**src/rtl/transmisor_if.sv**
```systemverilog
// Byte handshake and serial-line bundle for the transmisor serial transmitter.
// master drives bytes in; slave is the transmitter side.
interface transmisor_if;
   logic [7:0] data_in;
   logic       valid;
   logic       ready;
   logic       tx;
   logic       busy;
   logic       done;

   modport master (output data_in, output valid,
                   input ready, input tx, input busy, input done);
   modport slave  (input data_in, input valid,
                   output ready, output tx, output busy, output done);
endinterface

```
**src/rtl/transmisor.sv**
```systemverilog
// Serial transmitter: start bit, 8 data bits LSB first, optional parity bit, stop bit.
// One-entry holding register keeps frames back-to-back. Parity bit present when TX_PARITY_EN is defined.
module transmisor #(
   parameter int CLKS_PER_BIT = 16,
   parameter bit PARITY_ODD   = 1'b0
) (
   input logic         clk,
   input logic         rst,
   transmisor_if.slave bus
);
   localparam int CNT_W = $clog2(CLKS_PER_BIT);
   localparam logic [CNT_W-1:0] CNT_LAST    = CNT_W'(CLKS_PER_BIT - 1);
   localparam logic [CNT_W-1:0] CNT_PRELAST = CNT_W'(CLKS_PER_BIT - 2);

   typedef enum logic [2:0] {
      IDLE   = 3'd0,
      START  = 3'd1,
      DATA   = 3'd2,
`ifdef TX_PARITY_EN
      PARITY = 3'd3,
`endif
      STOP   = 3'd4
   } state_t;

   state_t           state_r;
   logic [CNT_W-1:0] cnt_r;
   logic [2:0]       bit_idx_r;
   logic [7:0]       shift_r;
   logic [7:0]       hold_r;
   logic             tx_r;
   logic             busy_r;
   logic             ready_r;
   logic             done_r;
   logic             accept_s;
   logic             bit_end_s;
   logic             load_hold_s;

`ifdef TX_PARITY_EN
   logic par_r;

   function automatic logic parity_of(input logic [7:0] b);
      return (^b) ^ PARITY_ODD;
   endfunction
`else
   logic parity_odd_unused_s;
   assign parity_odd_unused_s = PARITY_ODD;
`endif

   // Handshake and bit-timing decodes
   always_comb begin
      accept_s    = bus.valid && ready_r;
      bit_end_s   = (cnt_r == CNT_LAST);
      load_hold_s = 1'b0;
      // Bypass slots (IDLE, final STOP cycle) feed the shifter; everything else queues
      if (accept_s && (state_r != IDLE) && !((state_r == STOP) && bit_end_s)) begin
         load_hold_s = 1'b1;
      end else begin
         load_hold_s = 1'b0;
      end
   end

   // Frame sequencer, byte routing and registered line outputs
   always_ff @(posedge clk or posedge rst) begin
      if (rst) begin
         state_r   <= IDLE;
         cnt_r     <= '0;
         bit_idx_r <= 3'd0;
         shift_r   <= 8'h00;
         hold_r    <= 8'h00;
         tx_r      <= 1'b1;
         busy_r    <= 1'b0;
         ready_r   <= 1'b1;
         done_r    <= 1'b0;
`ifdef TX_PARITY_EN
         par_r     <= 1'b0;
`endif
      end else begin
         done_r <= (state_r == STOP) && (cnt_r == CNT_PRELAST);
         case (state_r)
            IDLE: begin
               cnt_r <= '0;
               if (accept_s) begin
                  shift_r <= bus.data_in;
`ifdef TX_PARITY_EN
                  par_r   <= parity_of(bus.data_in);
`endif
                  state_r <= START;
                  tx_r    <= 1'b0;
                  busy_r  <= 1'b1;
               end else begin
                  tx_r    <= 1'b1;
                  busy_r  <= 1'b0;
               end
            end
            START: begin
               if (bit_end_s) begin
                  cnt_r     <= '0;
                  bit_idx_r <= 3'd0;
                  state_r   <= DATA;
                  tx_r      <= shift_r[0];
               end else begin
                  cnt_r <= cnt_r + CNT_W'(1'b1);
               end
            end
            DATA: begin
               if (bit_end_s) begin
                  cnt_r <= '0;
                  if (bit_idx_r == 3'd7) begin
`ifdef TX_PARITY_EN
                     state_r <= PARITY;
                     tx_r    <= par_r;
`else
                     state_r <= STOP;
                     tx_r    <= 1'b1;
`endif
                  end else begin
                     bit_idx_r <= bit_idx_r + 3'd1;
                     tx_r      <= shift_r[bit_idx_r + 3'd1];
                  end
               end else begin
                  cnt_r <= cnt_r + CNT_W'(1'b1);
               end
            end
`ifdef TX_PARITY_EN
            PARITY: begin
               if (bit_end_s) begin
                  cnt_r   <= '0;
                  state_r <= STOP;
                  tx_r    <= 1'b1;
               end else begin
                  cnt_r <= cnt_r + CNT_W'(1'b1);
               end
            end
`endif
            STOP: begin
               if (bit_end_s) begin
                  cnt_r <= '0;
                  if (!ready_r) begin
                     shift_r <= hold_r;
`ifdef TX_PARITY_EN
                     par_r   <= parity_of(hold_r);
`endif
                     state_r <= START;
                     tx_r    <= 1'b0;
                  end else if (accept_s) begin
                     shift_r <= bus.data_in;
`ifdef TX_PARITY_EN
                     par_r   <= parity_of(bus.data_in);
`endif
                     state_r <= START;
                     tx_r    <= 1'b0;
                  end else begin
                     state_r <= IDLE;
                     tx_r    <= 1'b1;
                     busy_r  <= 1'b0;
                  end
               end else begin
                  cnt_r <= cnt_r + CNT_W'(1'b1);
               end
            end
            default: begin
               state_r <= IDLE;
               cnt_r   <= '0;
               tx_r    <= 1'b1;
               busy_r  <= 1'b0;
            end
         endcase

         if (load_hold_s) begin
            hold_r  <= bus.data_in;
            ready_r <= 1'b0;
         end else if ((state_r == STOP) && bit_end_s && !ready_r) begin
            ready_r <= 1'b1;
         end
      end
   end

   assign bus.tx    = tx_r;
   assign bus.busy  = busy_r;
   assign bus.ready = ready_r;
   assign bus.done  = done_r;
endmodule

```
**src/flat_wrapper.sv**
```systemverilog
// flat-port wrapper written by rule: the top's interface ports become plain ports
module transmisor_flat 
#(
   parameter int CLKS_PER_BIT = 16,
   parameter bit PARITY_ODD   = 1'b0
)
  (clk, rst, bus_data_in, bus_valid, bus_ready, bus_tx, bus_busy, bus_done);
  transmisor_if bus_i ();
  input logic clk;
  input logic rst;
  input wire logic [$bits(bus_i.data_in)-1:0] bus_data_in;
  input wire logic [$bits(bus_i.valid)-1:0] bus_valid;
  output wire logic [$bits(bus_i.ready)-1:0] bus_ready;
  output wire logic [$bits(bus_i.tx)-1:0] bus_tx;
  output wire logic [$bits(bus_i.busy)-1:0] bus_busy;
  output wire logic [$bits(bus_i.done)-1:0] bus_done;
  assign bus_i.data_in = bus_data_in;
  assign bus_i.valid = bus_valid;
  assign bus_ready = bus_i.ready;
  assign bus_tx = bus_i.tx;
  assign bus_busy = bus_i.busy;
  assign bus_done = bus_i.done;
  transmisor #(.CLKS_PER_BIT(CLKS_PER_BIT), .PARITY_ODD(PARITY_ODD)) u_core (.clk(clk), .rst(rst), .bus(bus_i));
endmodule
```
**config.mk**
```make
export PLATFORM = sky130hd
export DESIGN_NAME = transmisor_flat
export DESIGN_NICKNAME = d
export VERILOG_FILES = /design/src/rtl/transmisor_if.sv /design/src/rtl/transmisor.sv /design/src/flat_wrapper.sv
export SDC_FILE = /design/constraint.sdc
export NUM_CORES = 1
export LEC_CHECK = 0
export BUFFER_PORTS_ARGS = -buffer_cell sky130_fd_sc_hd__clkbuf_2
export CORE_MARGIN = 1
export CORE_UTILIZATION = 25
export CTS_BUF_LIST = sky130_fd_sc_hd__clkbuf_4 sky130_fd_sc_hd__clkbuf_8 sky130_fd_sc_hd__clkbuf_16
export CTS_CLUSTER_SIZE = 10
export DETAILED_ROUTE_END_ITERATION = 8
export GPL_ROUTABILITY_DRIVEN = 1
export GPL_TIMING_DRIVEN = 0
export PLACE_DENSITY = 0.4
export SYNTH_ARGS = -nofsm -noshare
export SYNTH_HDL_FRONTEND = slang
export SYNTH_SLANG_ARGS = --single-unit
export TNS_END_PERCENT = 10
```
**constraint.sdc**
```tcl
create_clock -name clk -period 2.6 [get_ports clk]
set_input_delay 0.13 -clock clk [delete_from_list [all_inputs] [get_ports clk]]
set_output_delay 0.13 -clock clk [all_outputs]
set_load 0.02 [all_outputs]
```
* Yosys cells after proc, flatten, opt, wreduce, memory -nomap -nowiden *
Cells that the tools add are included.

storage, ports and cells
  bits in registers = 30
  bits of input ports = 11
  output and inout port bits = 4
  word-level logic and storage cells = 82

operators by class
  add/sub/neg operators = 2
  order comparisons = 1
  equality and inequality tests = 14
  multiplexer cells = 35
  bitwise operators = 1
  reduce and logical (&&, ||, !) cells = 20

operators by type and width
  operator                                                                 number
  3-bit 2-to-1 mux                                                         9
  8-bit 2-to-1 mux                                                         3
  8-bit case mux with 2 select lines                                       1
  1-bit 2-to-1 mux                                                         15
  2-bit by 1-bit inequality test with 1-bit output, second input constant  6
  3-bit case mux with 4 select lines                                       1
  4-bit == test, second input constant                                     2
  4-bit 2-to-1 mux                                                         2
  4-bit AND reduction                                                      2
  3-bit == test, second input constant                                     2
  1-bit logical AND                                                        6
  3-bit case mux with 2 select lines                                       1
  2-bit nonzero test                                                       3
  5-bit AND reduction                                                      1
  4-bit by 1-bit adder with 4-bit output, second input constant            1
  3-bit by 4-bit < comparator with 1-bit output, second input constant     1
  2-bit inequality test, second input constant                             2
  1-bit case mux with 4 select lines                                       1
  3-bit by 1-bit adder with 3-bit output, second input constant            1
  1-bit binary-select mux with 3-bit select                                1
  3-bit by 1-bit == test with 1-bit output, second input constant          1
  3-bit by 2-bit == test with 1-bit output, second input constant          1
  3-bit zero test                                                          1
  1-bit case mux with 3 select lines                                       1
  other kinds (7)                                                          8

* Longest topological paths before layout *
Gate-level depths: netlist of the first run.

  word-level depth = 6
  mapped depth = 6

* Worst setup path after synthesis of the first run *
Ideal clock, no wire load.

  kind = register to register
  start = register u_core.bit_idx_r[0]
  end = register u_core.tx_r, in the netlist u_core.bus.tx
  arrival time = 1.712 ns
  required time = 2.517 ns
  slack = 0.805 ns
  stages on the path, launching flop included = 6
  buffers on the path = 0
  period minus slack after synthesis = 1.795 ns
  cell sequence = dfrtp_1 > ha_1 > mux4_2 > nand4b_1 > nand2_1 > o32a_1

on the way
  longest elaborated chain between the ends = 6
  elaborated cells between the ends (all ways) = 7
  classes of those cells = 1 x add/sub; 1 x eq/ne; 5 x mux

RTL lines
  item                                       RTL line           RTL
  from (decl)                                transmisor.sv:27   logic [2:0] bit_idx_r;
  from (signal assigned)                     transmisor.sv:117  bit_idx_r <= bit_idx_r + 3'd1;
  3-bit by 1-bit adder with 3-bit output     transmisor.sv:118  tx_r <= shift_r[bit_idx_r + 3'd1];
  1-bit binary-select mux with 3-bit select  transmisor.sv:118
  1-bit 2-to-1 mux (not written as such)     transmisor.sv:118
  1-bit 2-to-1 mux (*)                       transmisor.sv:108  if (bit_idx_r == 3'd7) begin
  1-bit 2-to-1 mux (*)                       transmisor.sv:106  if (bit_end_s) begin
  1-bit case mux with 4 select lines (*)     transmisor.sv:79   case (state_r)
  to (signal assigned)                       transmisor.sv:100  tx_r <= shift_r[0];
  to (signal assigned)                       transmisor.sv:118
  to (decl)                                  transmisor.sv:30   logic tx_r;

Mark *: on every way between the ends. The rest lies on a longest branch, timed or not. The select of a mux whose other input is x is not followed.
A chain may end at the register's enable or synchronous reset.

* Worst setup path in the final report of the first run *
Ends and elaborated chain as after synthesis.

==> results of run 1 <==
==> worst max-delay path, delay by kind of cell (launching register included) <==
| family | cells | cell delay, ns |
|---|---|---|
| compound gates | 1 | 0.35 |
| fa+ha+maj | 1 | 0.38 |
| flops | 1 | 0.42 |
| mux | 1 | 0.52 |
| simple gates | 2 | 0.17 |
==> repair_timing <==
| item | 4_1_cts | 5_1_grt |
|---|---|---|
| hold buffers | 0 | 1 |
| endpoints found under the setup margin | 0 | 0 |
| hold endpoints to repair | 0 | 12 |
==> kinds of logic after synthesis <==
| kind of cell | Yosys count | share of synthesized area, % |
|---|---|---|
| fa+ha+maj | 4 | 3.20 |
| buf+inv | 10 | 3.12 |
| mux | 14 | 13.3 |
| xor+xnor | 3 | 1.68 |
| simple gates | 35 | 11.5 |
| compound gates | 37 | 19.0 |
| flops | 30 | 48.2 |
==> where the power goes <==
| part | leakage, nW | total [mW] | internal (mW) | switching [mW] |
|---|---|---|---|---|
| sequential | 0.364 | 0.798 | 0.665 | 0.133 |
| clock | 0.0517 | 0.401 | 0.224 | 0.177 |
| combinational | 0.401 | 0.681 | 0.360 | 0.320 |
==> per-stage QoR <==
| step | total power [mW] | std cells | cell area (um2) |
|---|---|---|---|
| floorplan | 1.31 | 133 | 1560 |
| global placement | 1.47 | 222 | 1730 |
| detailed placement | 1.48 | 222 | 1730 |
| CTS | 1.90 | 230 | 1820 |
| global route | 2.03 | 232 | 1860 |
| finish | 1.88 | 232 | 1860 |
==> cell type report <==
class                      count  area (um2)
fill                         602        4130
clock inverter                 1        5.00
sequential                    30         753
multi-input combinational     93         761
inverter                       2        7.51
timing repair buffer          16         108
clock buffer                   7        90.1
buffer                         8        41.3
tap                           75        93.8
==> layer usage <==
metal / global-route usage [%] / vias up
met5: 0 / -
met4: 4.82 / 0
met3: 3.37 / 4
met2: 20.2 / 20
met1: 16.7 / 570
li1: - / 545
==> layout by cell type, fill, tap and decap left out, types with 4 or more instances in the layout <==
| cell | count |
|---|---|
| a22o_1 | 5 |
| a2bb2oi_1 | 10 |
| clkbuf_2 | 14 |
| clkbuf_8 | 6 |
| dfrtp_1 | 28 |
| ha_1 | 4 |
| mux2_4 | 8 |
| nand2_1 | 7 |
| nor2_1 | 13 |
| o22ai_1 | 8 |
==> flip-flops by register name (all words and copies together), names as in the netlist <==
signal	count
u_core.bit_idx_r	3
u_core.state_r	3
u_core.hold_r	8
u_core.bus.busy	1
u_core.shift_r	8
u_core.bus.tx	1
u_core.bus.done	1
u_core.bus.ready	1
u_core.cnt_r	4
==> worst max path at each step <==
stage | startpoint | endpoint | slack [ns] | cells past startpoint
finish | u_core.bit_idx_r[0]$_DFFE_PP0P_ | u_core.bus.tx$_DFFE_PP1P_ | 0.68 | 5
global route | u_core.bit_idx_r[0]$_DFFE_PP0P_ | u_core.bit_idx_r[0]$_DFFE_PP0P_ | 0.58 | 5
CTS | u_core.bit_idx_r[0]$_DFFE_PP0P_ | u_core.bus.tx$_DFFE_PP1P_ | 0.66 | 5
detailed placement | u_core.bit_idx_r[0]$_DFFE_PP0P_ | u_core.bus.tx$_DFFE_PP1P_ | 0.66 | 5
global placement | u_core.bit_idx_r[0]$_DFFE_PP0P_ | u_core.bus.tx$_DFFE_PP1P_ | 0.67 | 5
floorplan | u_core.bit_idx_r[0]$_DFFE_PP0P_ | u_core.bus.tx$_DFFE_PP1P_ | 0.80 | 5
==> results.md, run 1 <==
Run status:
- The flow ran to the end, and the final reports show no timing, DRC or antenna violations.

Detailed routing:
- For this block, the via count after detailed routing is 1139.
- The routed wire length on met2 is 1.58 mm.
- Dividing the detail-routed via count by the number of cells gives 4.91.
- Summed over all nets, wire length on met3 after detailed routing comes to 115 um.
- After detailed routing, no signal wire sits above met4.
- The number of violations reported at the end of detailed-routing iteration 0 is 81.
- The count of nets left with antenna violations once routing finished came out at 0.
- The detailed router put a total of 1.74 mm of wire on met1.
- The average routed wire per standard cell is 15.0 um.
- For this block, the routed nets add up to 3.48 mm of wire.
- The total DRC errors in the routed layout is 0.
- The first detailed-routing pass took 4 iterations.

Clocking:
- In this run the deepest clock path goes through 2 buffers.
- The post-CTS setup-driven buffer insertion count is 0.
- The TritonCTS clock tree is yes.
- The number of gates resized after CTS was 0.
- Clock latency on the worst-skew pair, taken at its later pin, is 0.28 ns.
- The total clock buffers created by CTS is 5.
- CTS built an H-tree with a depth of 2.
- The root buffer cell chosen for the clock tree is clkbuf_8.
- The clock slew seen by the registers of the worst setup and hold paths is 0.07 ns.
- The clock sink count is 30.

Synthesis:
- The dominant cell by count in the synthesized netlist is dfrtp_1.
- The share of the synthesized area in the top cell type is 44.8%.
- The netlist uses 41 different library cells.
- In the synthesized netlist, the number of instances is 133.
- The warning count from the yosys run is 0.
- After synthesis, the share of flip-flops with an asynchronous set or reset is 100%.
- Sequential cells were found to cover 48.2% of the synthesized design area.
- By area the synthesized netlist is led by dfrtp_1 (45%), mux2_4 (7.7%), a2bb2oi_1 (5.6%).
- Of all cell types, the one taking the most synthesized area is dfrtp_1.
- The commonest cells after synthesis are dfrtp_1 (28), nor2_1 (13), a2bb2oi_1 (10), mux2_4 (8), o22ai_1 (8).
- The mean instance size in the synthesized netlist is 11.7 um2.
- The synthesized design contains 0 enable-type register cells.
- The flip-flop cell with the highest count after synthesis is dfrtp_1.
- The number of nets produced by synthesis is 148.
- The synthesized cell area is 1560 um2.
- In this run, synthesis produced a sequential element count of 30.

Finish:
- The layout net count is 171.
- Relative to the synthesized area, the layout overhead comes to 19.0%.
- For this run, the share of the core covered by cells in the final layout is 31.0%.
- The number of diodes is 0.
- The layout cell share with drive strength beyond 1 is 29.3%.

Min path:
- The instance count along the most critical hold path is 2.
- For hold timing, the worst endpoint is u_core.hold_r[0]$_DFFE_PP0P_.
- The worst min-delay path category is input pin to flip-flop.
- The startpoint of the lowest-slack hold path is bus_data_in[0].

Power:
- IR analysis of the VDD net gives a maximum drop of 0.374 mV.
- The areal power density over the cells is 1010 nW/um2.
- Summed over all cells, the static leakage comes to 0.816 nW.

Global route:
- The total global routing overflow is 0.
- The total global-route track usage is 12.8%.
- The initial antenna violation count is 0.
- Entering global routing, the biggest net connects 31 pins.
- The number of global-route vias before repair is 1276.
- The global-route wire length before repair is 6.33 mm.

Die:
- The core region is 5990 um2.
- In this run the core area contains 28 standard-cell rows.
- The die covers 6570 um2.
- The height of the die is 81.1 um.
- 15 I/O pins were placed.
- Once the floorplan was initialized, standard cells occupied 26.1% of the core.
- The chip width is 81.1 um.

Timing:
- The maximum clock skew at final layout is 0.00951 ns.
- The clock period could shrink to 1.92 ns.
- Of the available clock period, the critical path in the final layout requires 73.8%.
- Setup repair after global routing left no endpoint under its margin.
- For this run, the top clock speed supported by timing is 521 MHz.
- The final-report hold violation count is 0.
- Headroom to the max-slew limit came out at 58.1%.
- The worst path setup slack after routing is 0.681 ns.
- For the pin with the worst max-slew slack, the measured transition is 0.627 ns.
- Hold is met by 0.0977 ns.
- The final-report setup violation count is 0.
- The total negative slack is 0 ns.
- The max-slew violation total from the final report is 0.

Setup path:
- The signal on the critical path passes through ha_1 > mux4_2 > nand4b_1 > nand2_1 > o32a_1.
- The worst register-to-register path ends at u_core.bus.tx$_DFFE_PP1P_.
- The worst setup path is launched from a flip-flop.
- The maximum fanout along the worst path is 5.
- Across all register-to-register paths, the minimum setup slack is 0.68 ns.
- The largest individual stage delay along the critical path comes from the cell mux4_2.
- The delay of the slowest cell on the worst path is 0.52 ns.
- The class of the most critical setup path is flip-flop to flip-flop.
- The worst setup path is captured at a flip-flop.
- The beginning of the worst register-to-register path is u_core.bit_idx_r[0]$_DFFE_PP0P_.
- The worst-case reg-to-reg path depth is 5.
- The data arrival time of the critical path is 2.12 ns.
- The data required time at the worst endpoint is 2.80 ns.

Place:
- Detailed placement ended at an HPWL of 2.48 mm.
- At the end of routability-driven placement, the weighted congestion stood at 0.737.
- The count of buffers added on input and output ports is 14.
- The post-place setup slack is 0.655 ns.

Flow run:
- The number of max-capacitance violations reported is 0.
(Power assumes the default switching activity.)
==> inputs of run 2 (changes only) <==
--- a/config.mk
+++ b/config.mk
@@ -5,6 +5,7 @@
 export SDC_FILE = /design/constraint.sdc
 export NUM_CORES = 1
 export LEC_CHECK = 0
+export ABC_AREA = 1
 export BUFFER_PORTS_ARGS = -buffer_cell sky130_fd_sc_hd__clkbuf_2
 export CORE_MARGIN = 1
 export CORE_UTILIZATION = 25
==> constraint.sdc (replaced) <==
create_clock -name clk -period 1.86 [get_ports clk]
set_input_delay 0.093 -clock clk [delete_from_list [all_inputs] [get_ports clk]]
set_output_delay 0.093 -clock clk [all_outputs]
set_load 0.02 [all_outputs]
==> run 2 against run 1 <==
Net effect:
- highest routed layer unchanged
- count of clock-buffer cells in the layout unchanged
- combinational power up 39%
- worst hold slack lost 0.041 ns
- synthesized cell count rose by 47%
==> results.md, run 2 <==
Run status:
- The run finished with clean final reports.

Clocking:
- The number of buffers on the longest clock path is 2.
- For the worst-skew pair, the clock arrives at the later sink with an insertion delay of 0.28 ns.
- Counting every sink on the clock net gives 30.
- The total clock buffers created by CTS is 5.
- After clock tree synthesis, the clock-pin slew on the worst setup and hold paths is 0.07 ns.
- The number of levels the H-tree was split into is 2.
- The post-CTS setup-driven buffer insertion count is 0.
- The TritonCTS clock tree is yes.
- The master cell of the clock root buffer is clkbuf_8.

Setup path:
- Among all stages on the critical path, the largest delay is contributed by dfrtp_1.
- The data required time at the worst endpoint is 2.03 ns.
- The startpoint of the most critical setup path is u_core.cnt_r[0]$_DFF_PP0_.
- The startpoint identified for the worst register-to-register timing path is u_core.cnt_r[0]$_DFF_PP0_.
- STA puts the critical path data arrival time at 1.82 ns.
- The endpoint type of the worst setup path is a flip-flop.
- The kind of start point of the critical path is a flip-flop.
- Traced cell by cell, the critical path runs through ha_1 > nand3_1 > inv_2 > nand3_1 > buf_2 > nand2_2 > nand2_1 > nand2_1.
- In this design, the stage delay of the slowest critical-path cell is 0.40 ns.
- The maximum fanout along the worst path is 10.
- The class of the most critical setup path is flip-flop to flip-flop.

Global route:
- The number of global-route vias before repair is 1273.
- After global routing the overflow that remains totals 0.
- The global-route wire length before repair is 6.00 mm.
- The maximum number of pins on one net before global-route repair is 31.
- In the global route stage, overall resource usage came out at 12.0%.
- The initial antenna violation count is 0.

Timing:
- The worst path in the final design needs a cycle of 1.65 ns, including I/O delays and setup.
- Timing would allow up to 606 MHz.
- For the final routed database, the setup TNS stands at 0 ns.
- The max-slew violation total from the final report is 0.
- The actual transition at the worst max-transition pin is 0.651 ns.
- Clock skew on the completed layout was measured at 0.00361 ns.
- The final-report setup violation count is 0.
- The final-report hold violation count is 0.
- Setup repair after global routing left no endpoint under its margin.
- The final cycle utilization of the critical path is 88.7%.
- The remaining max-slew budget at the tightest pin is 56.5%.

Power:
- The final total power is 2.56 mW.
- Across the VDD grid, the largest voltage drop is 0.406 mV.
- The areal power density over the cells is 1360 nW/um2.
- The analysis attributes to cell leakage a power of 0.951 nW.

Finish:
- Leaving out fill and tap cells, the most frequent cell in the layout is nand2_1.
- 0 antenna diodes ended up in the layout.
- From synthesis to final layout, the design area changed by 18.7%.
- Fill cells in the final layout number 669.
- Once layout is done, the placed cells without fillers occupy 1890 um2.
- For this run, the number of standard cells in the final layout without fillers is 294.
- In the layout the commonest cells are nand2_1 (45), inv_1 (29), dfrtp_1 (28).
- Cells with a size suffix above 1 make up 19.6% of the layout.
- The largest registers in the layout are u_core.hold_r (8), u_core.shift_r (8), u_core.cnt_r (4).
- At the end of the flow the core is filled with cells to 31.3%.
- At the end of the flow, the number of nets in the layout was 233.

Synthesis:
- Sorting the synthesized cells by area gives the leading types as dfrtp_1 (44%), nand2_1 (11%), nand3_1 (8.2%).
- Synthesis inferred 30 register bits.
- The dominant cell by count in the synthesized netlist is nand2_1.
- After synthesis, the mean cell area works out to 8.15 um2.
- The flip-flop cell with the highest count after synthesis is dfrtp_1.
- The number of nets produced by synthesis is 210.
- The share of flip-flops with an asynchronous set or reset after synthesis is 100%.
- The synthesized cell area is 1590 um2.
- The number of enable-type register cells in the synthesized netlist is 0.
- The number of cells produced by synthesis is 195.
- The share of the synthesized area in the top cell type is 44.1%.
- In this run, distinct cell masters in the synthesized netlist total 25.
- The warning count from the yosys run is 0.
- The part of the Yosys area used for sequential elements is 47.4%.
- Summed over all instances, the cell type with the most area after synthesis is dfrtp_1.
- The commonest cells after synthesis are nand2_1 (45), inv_1 (29), dfrtp_1 (28), nand3_1 (26), o21ai_0 (15).

Die:
- The initial standard-cell utilization of the core is 26.4%.
- The die covers 6680 um2.
- The top-level I/O count is 15.
- The core region is 6030 um2.
- The number of placement rows is 28.
- Measured along the y axis, the die boundary spans 81.7 um.
- The floorplan step set the die width to 81.7 um.

Detailed routing:
- After detailed routing, the average wire length per cell comes to 11.8 um.
- The total DRC errors in the routed layout is 0.
- The number of violations reported at the end of detailed-routing iteration 0 is 68.
- In the routed layout, each cell is associated on average with a via count of 4.38.
- The detail route stage leaves a number of antenna-violating nets equal to 0.
- For this run, the detailed router's first-pass iteration total came to 4.
- The routed wire length is 3.47 mm.
- Across all layers, the routed design uses 1289 vias.

Place:
- Summing all placed instances gives a cell area of 1750 um2.
- At the end of routability-driven placement, the weighted congestion stood at 0.736.
- The HPWL after detailed placement is 2.52 mm.
- The instance count after placement with tap cells included is 284.
- The count of input and output buffers is 14.

Min path:
- The min-delay analysis places its worst path in the category input pin to flip-flop.
- In this run the most critical hold path is launched from bus_data_in[2].

Flow run:
- The number of max-capacitance violations reported is 0.
## run 2: cell count changes after synthesis, moves of 7 or more
| cell | delta |
|---|---|
| a2bb2oi_1 | -10 |
| inv_1 | +27 |
| mux2_4 | -8 |
| nand2_1 | +38 |
| nand3_1 | +24 |
| o21ai_0 | +12 |
| o22ai_1 | -7 |
## run 2: path summary, 6_finish.rpt
kind	endpoint	slack (ns)	cells after the start
hold / removal	u_core.hold_r[2]$_DFFE_PP0P_	0.06	3
max in group asynchronous	u_core.shift_r[6]$_DFFE_PP0P_	0.92	4
setup / recovery	u_core.hold_r[6]$_DFFE_PP0P_	0.21	8
hold reg to reg	u_core.hold_r[2]$_DFFE_PP0P_	0.47	2
min in group asynchronous	u_core.cnt_r[1]$_DFF_PP0_	0.43	3
setup reg to reg	u_core.hold_r[6]$_DFFE_PP0P_	0.21	8
## run 2: repair_timing
item | CTS | global route
hold endpoints to repair | 0 | 11
resized for setup | 0 | 1
hold buffers | 0 | 1
endpoints found under the setup margin | 0 | 8
## run 2: power breakdown
part / switching (mW) / total, mW / internal, mW
sequential: 0.156 / 1.05 / 0.895
clock: 0.247 / 0.559 / 0.313
combinational: 0.593 / 0.948 / 0.355
total: 0.996 / 2.56 / 1.56
## run 2: metal layers
layer	track usage (%)	share of wire [%]	vias up
met4	4.21	1.6	0
met2	17.8	43	17
met1	16.5	52	591
li1	-	-	676
met5	0	0	-
met3	3.33	2.8	5
## run 2: critical path, delay by kind of cell (launching register included)
family	cells	cell delay [ns]
buffers and inverters	2	0.34
and+or+nand+nor	5	0.58
adders and majority gates	1	0.23
DFF	1	0.40
## run 2: layout make-up
cell class	instances	area [um2]	area share (%)
tap	75	93.8	4.98
clock inverter	1	5.00	0.265
buffer	3	21.3	1.13
inverter	30	113	5.97
clock buffer	7	90.1	4.78
multi-input combinational	132	702	37.2
timing repair buffer	16	108	5.71
sequential	30	753	39.9
## run 2: metrics by stage
step,hold slack [ns],setup WS [ns]
3_3_place_gp,0.347,0.0583
2_1_floorplan,0.182,0.400
6_report,0.0566,0.210
5_1_grt,0.0525,0.0526
3_5_place_dp,0.348,0.0499
4_1_cts,0.0453,0.0292
## run 2: logic make-up after synthesis
logic type,share of synthesized area (%)
simple gates,28.4
buf+inv,8.42
compound gates,12.0
flops,47.4
fa+ha+maj,3.15
xor+xnor,0.551
==> inputs of run 3 (changes only) <==
==> constraint.sdc (replaced) <==
create_clock -name clk -period 1.83 [get_ports clk]
set_input_delay 0.0915 -clock clk [delete_from_list [all_inputs] [get_ports clk]]
set_output_delay 0.0915 -clock clk [all_outputs]
set_load 0.02 [all_outputs]
==> run 3 against run 2 <==
Net effect:
- sequential power about the same
- largest power group unchanged
- count of clock-buffer cells in the layout unchanged
- non-clock buffer count unchanged
- via count grew 0.39%
==> results.md, run 3 (synthesized netlist as in run 2, its figures left out) <==
Min path:
- The worst hold path begins at bus_data_in[2].
- The worst min-delay path category is input pin to flip-flop.

Power:
- The switching part of the total is 39.0%.
- The highest ir drop seen on vdd is 0.409 mV.
- The internal portion of the total power is 1.59 mW.
- The combinational share of power is 37.1%.
- The areal power density over the cells is 1380 nW/um2.
- For this design the static power due to leakage is 0.952 nW.
- The proportion of power drawn by the clock network is 21.9%.
- The share of total power in sequential cells is 41.0%.
- For this design the total switching power over the nets is 1.01 mW.

Place:
- In this run the cell area measured after placement is 1750 um2.
- The routability congestion estimate is 0.736.
- The count of input and output buffers is 14.
- The estimated wirelength of the detail-placed design is 2.52 mm.
- The instance count after placement with tap cells included is 284.

Detailed routing:
- The average routed wire per standard cell is 11.8 um.
- The remaining number of nets flagged by the antenna check after routing is 0.
- The routed layout has 1294 vias.
- The post-detailed-route via-to-cell ratio is 4.40.
- For this block, the initial DRC count from the detailed router was 58.
- After detailed routing, the total wire length is 3.47 mm.
- The first detailed-routing pass took 5 iterations.
- The total DRC errors in the routed layout is 0.

Clocking:
- Clock-pin slew was measured on the worst setup and hold paths at 0.07 ns.
- The post-CTS setup-driven buffer insertion count is 0.
- The longest clock path from root to sink contains 2 buffers.
- TritonCTS built the clock tree.
- CTS built an H-tree with a depth of 2.
- The total clock buffers created by CTS is 5.
- At the later pin of the worst-skew pair, clock insertion delay measures 0.28 ns.
- Counting every sink on the clock net gives 30.
- The master cell of the clock root buffer is clkbuf_8.

Die:
- The floorplan step defined a core boundary enclosing 6030 um2.
- The top-level I/O count is 15.
- The height of the die is 81.7 um.
- From left edge to right edge, the die measures 81.7 um.
- The die footprint is 6680 um2.
- The initial standard-cell utilization of the core is 26.4%.
- The floorplan has 28 rows.

Setup path:
- The class of the most critical setup path is flip-flop to flip-flop.
- The endpoint of the lowest-slack register-to-register path is u_core.hold_r[6]$_DFFE_PP0P_.
- In this run the critical register-to-register path is launched from u_core.cnt_r[0]$_DFF_PP0_.
- The startpoint of the most critical setup path is u_core.cnt_r[0]$_DFF_PP0_.
- The data arrival time of the critical path is 1.85 ns.
- For flop-to-flop paths, the worst setup slack is 0.15 ns.
- The worst setup path is captured at a flip-flop.
- Data on the critical path is required at its endpoint by 2.00 ns.
- The kind of start point of the critical path is a flip-flop.
- The capturing element of the worst setup path is u_core.hold_r[6]$_DFFE_PP0P_.
- Along the worst path, the maximum fanout reaches 10.
- The worst-case reg-to-reg path depth is 8.

Timing:
- Counting I/O delays and the setup requirement, the final critical path takes 1.68 ns.
- The maximum clock skew at final layout is 0.00390 ns.
- The maximum frequency from static timing analysis is 596 MHz.
- The final cycle utilization of the critical path is 91.7%.
- Setup repair after global routing left no endpoint under its margin.
- The actual transition at the worst max-transition pin is 0.652 ns.
- The final-report setup violation count is 0.
- The remaining max-slew budget at the tightest pin is 56.5%.
- The max-slew violation total from the final report was 0.
- The final-report hold violation count is 0.
- For the final routed database, the setup TNS stands at 0 ns.

Finish:
- Cells fill 31.4% of the core in the end.
- In the layout the commonest cells are nand2_1 (45), inv_1 (29), dfrtp_1 (28).
- Counting the fill cells in the layout gives 670.
- The number of diodes is 0.
- The layout net count is 233.
- The library cell used most frequently in the layout, excluding fill and tap cells, is nand2_1.
- The final design area excluding fillers is 1890 um2.
- Compared with the post-synthesis result, the final layout area differs by 18.9%.
- The largest registers in the layout are u_core.hold_r (8), u_core.shift_r (8), u_core.cnt_r (4).
- In the final layout, the share of cells above drive strength 1 is 19.6%.
- The number of standard cells in the final layout excluding fillers is 294.

Global route:
- The number of global-route vias before repair is 1274.
- Summed over all layers, the global routing overflow is 0.
- The total global-route track usage is 12.0%.
- The first global-routing pass estimated 6.01 mm of wire.
- The initial antenna violation count came to 0.
- Entering global routing, the biggest net connects 31 pins.

Run status:
- The flow ran to the end, and the final reports show no timing, DRC or antenna violations.

Flow run:
- The tool flagged a number of max-cap violations equal to 0.
==> run 3: cell types whose count changed in the layout (fill, tap and decap cells not counted) <==
cell / change
buf_2: -1
clkbuf_4: +1
clkinv_2: +1
inv_2: -1
==> run 3: critical path: stages (launching register included) <==
cell and delay, ns:
dfrtp_1 0.40, ha_1 0.23, nand3_1 0.16, clkinv_2 0.15
nand3_1 0.11, clkbuf_4 0.21, nand2_2 0.15, nand2_1 0.10
nand2_1 0.06
==> run 3: power groups by stage <==
| stage | clock network (mW) | registers [mW] | logic (mW) |
|---|---|---|---|
| 2_1_floorplan | 0 | 1.08 | 0.729 |
| 3_3_place_gp | 0 | 1.08 | 0.968 |
| 3_5_place_dp | 0 | 1.08 | 0.966 |
| 4_1_cts | 0.596 | 1.07 | 0.971 |
| 5_1_grt | 0.620 | 1.10 | 1.11 |
| 6_report | 0.570 | 1.07 | 0.965 |
==> run 3: metrics by stage <==
| step | hold slack (ns) | total power, mW | worst slack, ns |
|---|---|---|---|
| floorplan | 0.181 | 1.81 | 0.370 |
| global placement | 0.345 | 2.05 | 0.0283 |
| detailed placement | 0.346 | 2.05 | 0.0199 |
| CTS | 0.0438 | 2.64 | 0.0900 |
| global route | 0.0506 | 2.83 | 0.0116 |
| finish | 0.0547 | 2.60 | 0.152 |
==> run 3: what timing repair did <==
action / CTS / global route
endpoints found under the setup margin: 1 / 8
hold buffers: 0 / 1
hold endpoints to repair: 0 / 11
gates resized for setup: 1 / 1
==> run 3: area by class of cell <==
class	instances	area [um2]	area share, %
inverters	30	114	6.03
flip-flops and latches	30	753	39.9
multi-input cells	132	702	37.2
repair buffers	16	108	5.70
clock buffers	7	90.1	4.77
clock inverters	1	5.00	0.265
plain buffers	3	23.8	1.26
well taps	75	93.8	4.97
==> run 3: per-layer routing <==
metal  vias up  track usage (%)  wire length, um  part of all wire [%]
met2        17             17.9             1500                    43
met5         -                0                0                     0
li1        673                -                -                     -
met4         0             4.21               54                   1.6
met3         5             3.33              101                   2.9
met1       599             16.4             1820                    52
==> run 3: worst min-delay path by stage <==
stage                     slack, ns  cells after the start                         endpoint
after global routing           0.05                      3     u_core.hold_r[0]$_DFFE_PP0P_
after floorplan                0.18                      1  u_core.bit_idx_r[0]$_DFFE_PP0P_
after global placement         0.35                      3     u_core.hold_r[6]$_DFFE_PP0P_
final                          0.05                      3     u_core.hold_r[2]$_DFFE_PP0P_
after CTS                      0.04                      3     u_core.hold_r[0]$_DFFE_PP0P_
after detailed placement       0.35                      3     u_core.hold_r[0]$_DFFE_PP0P_
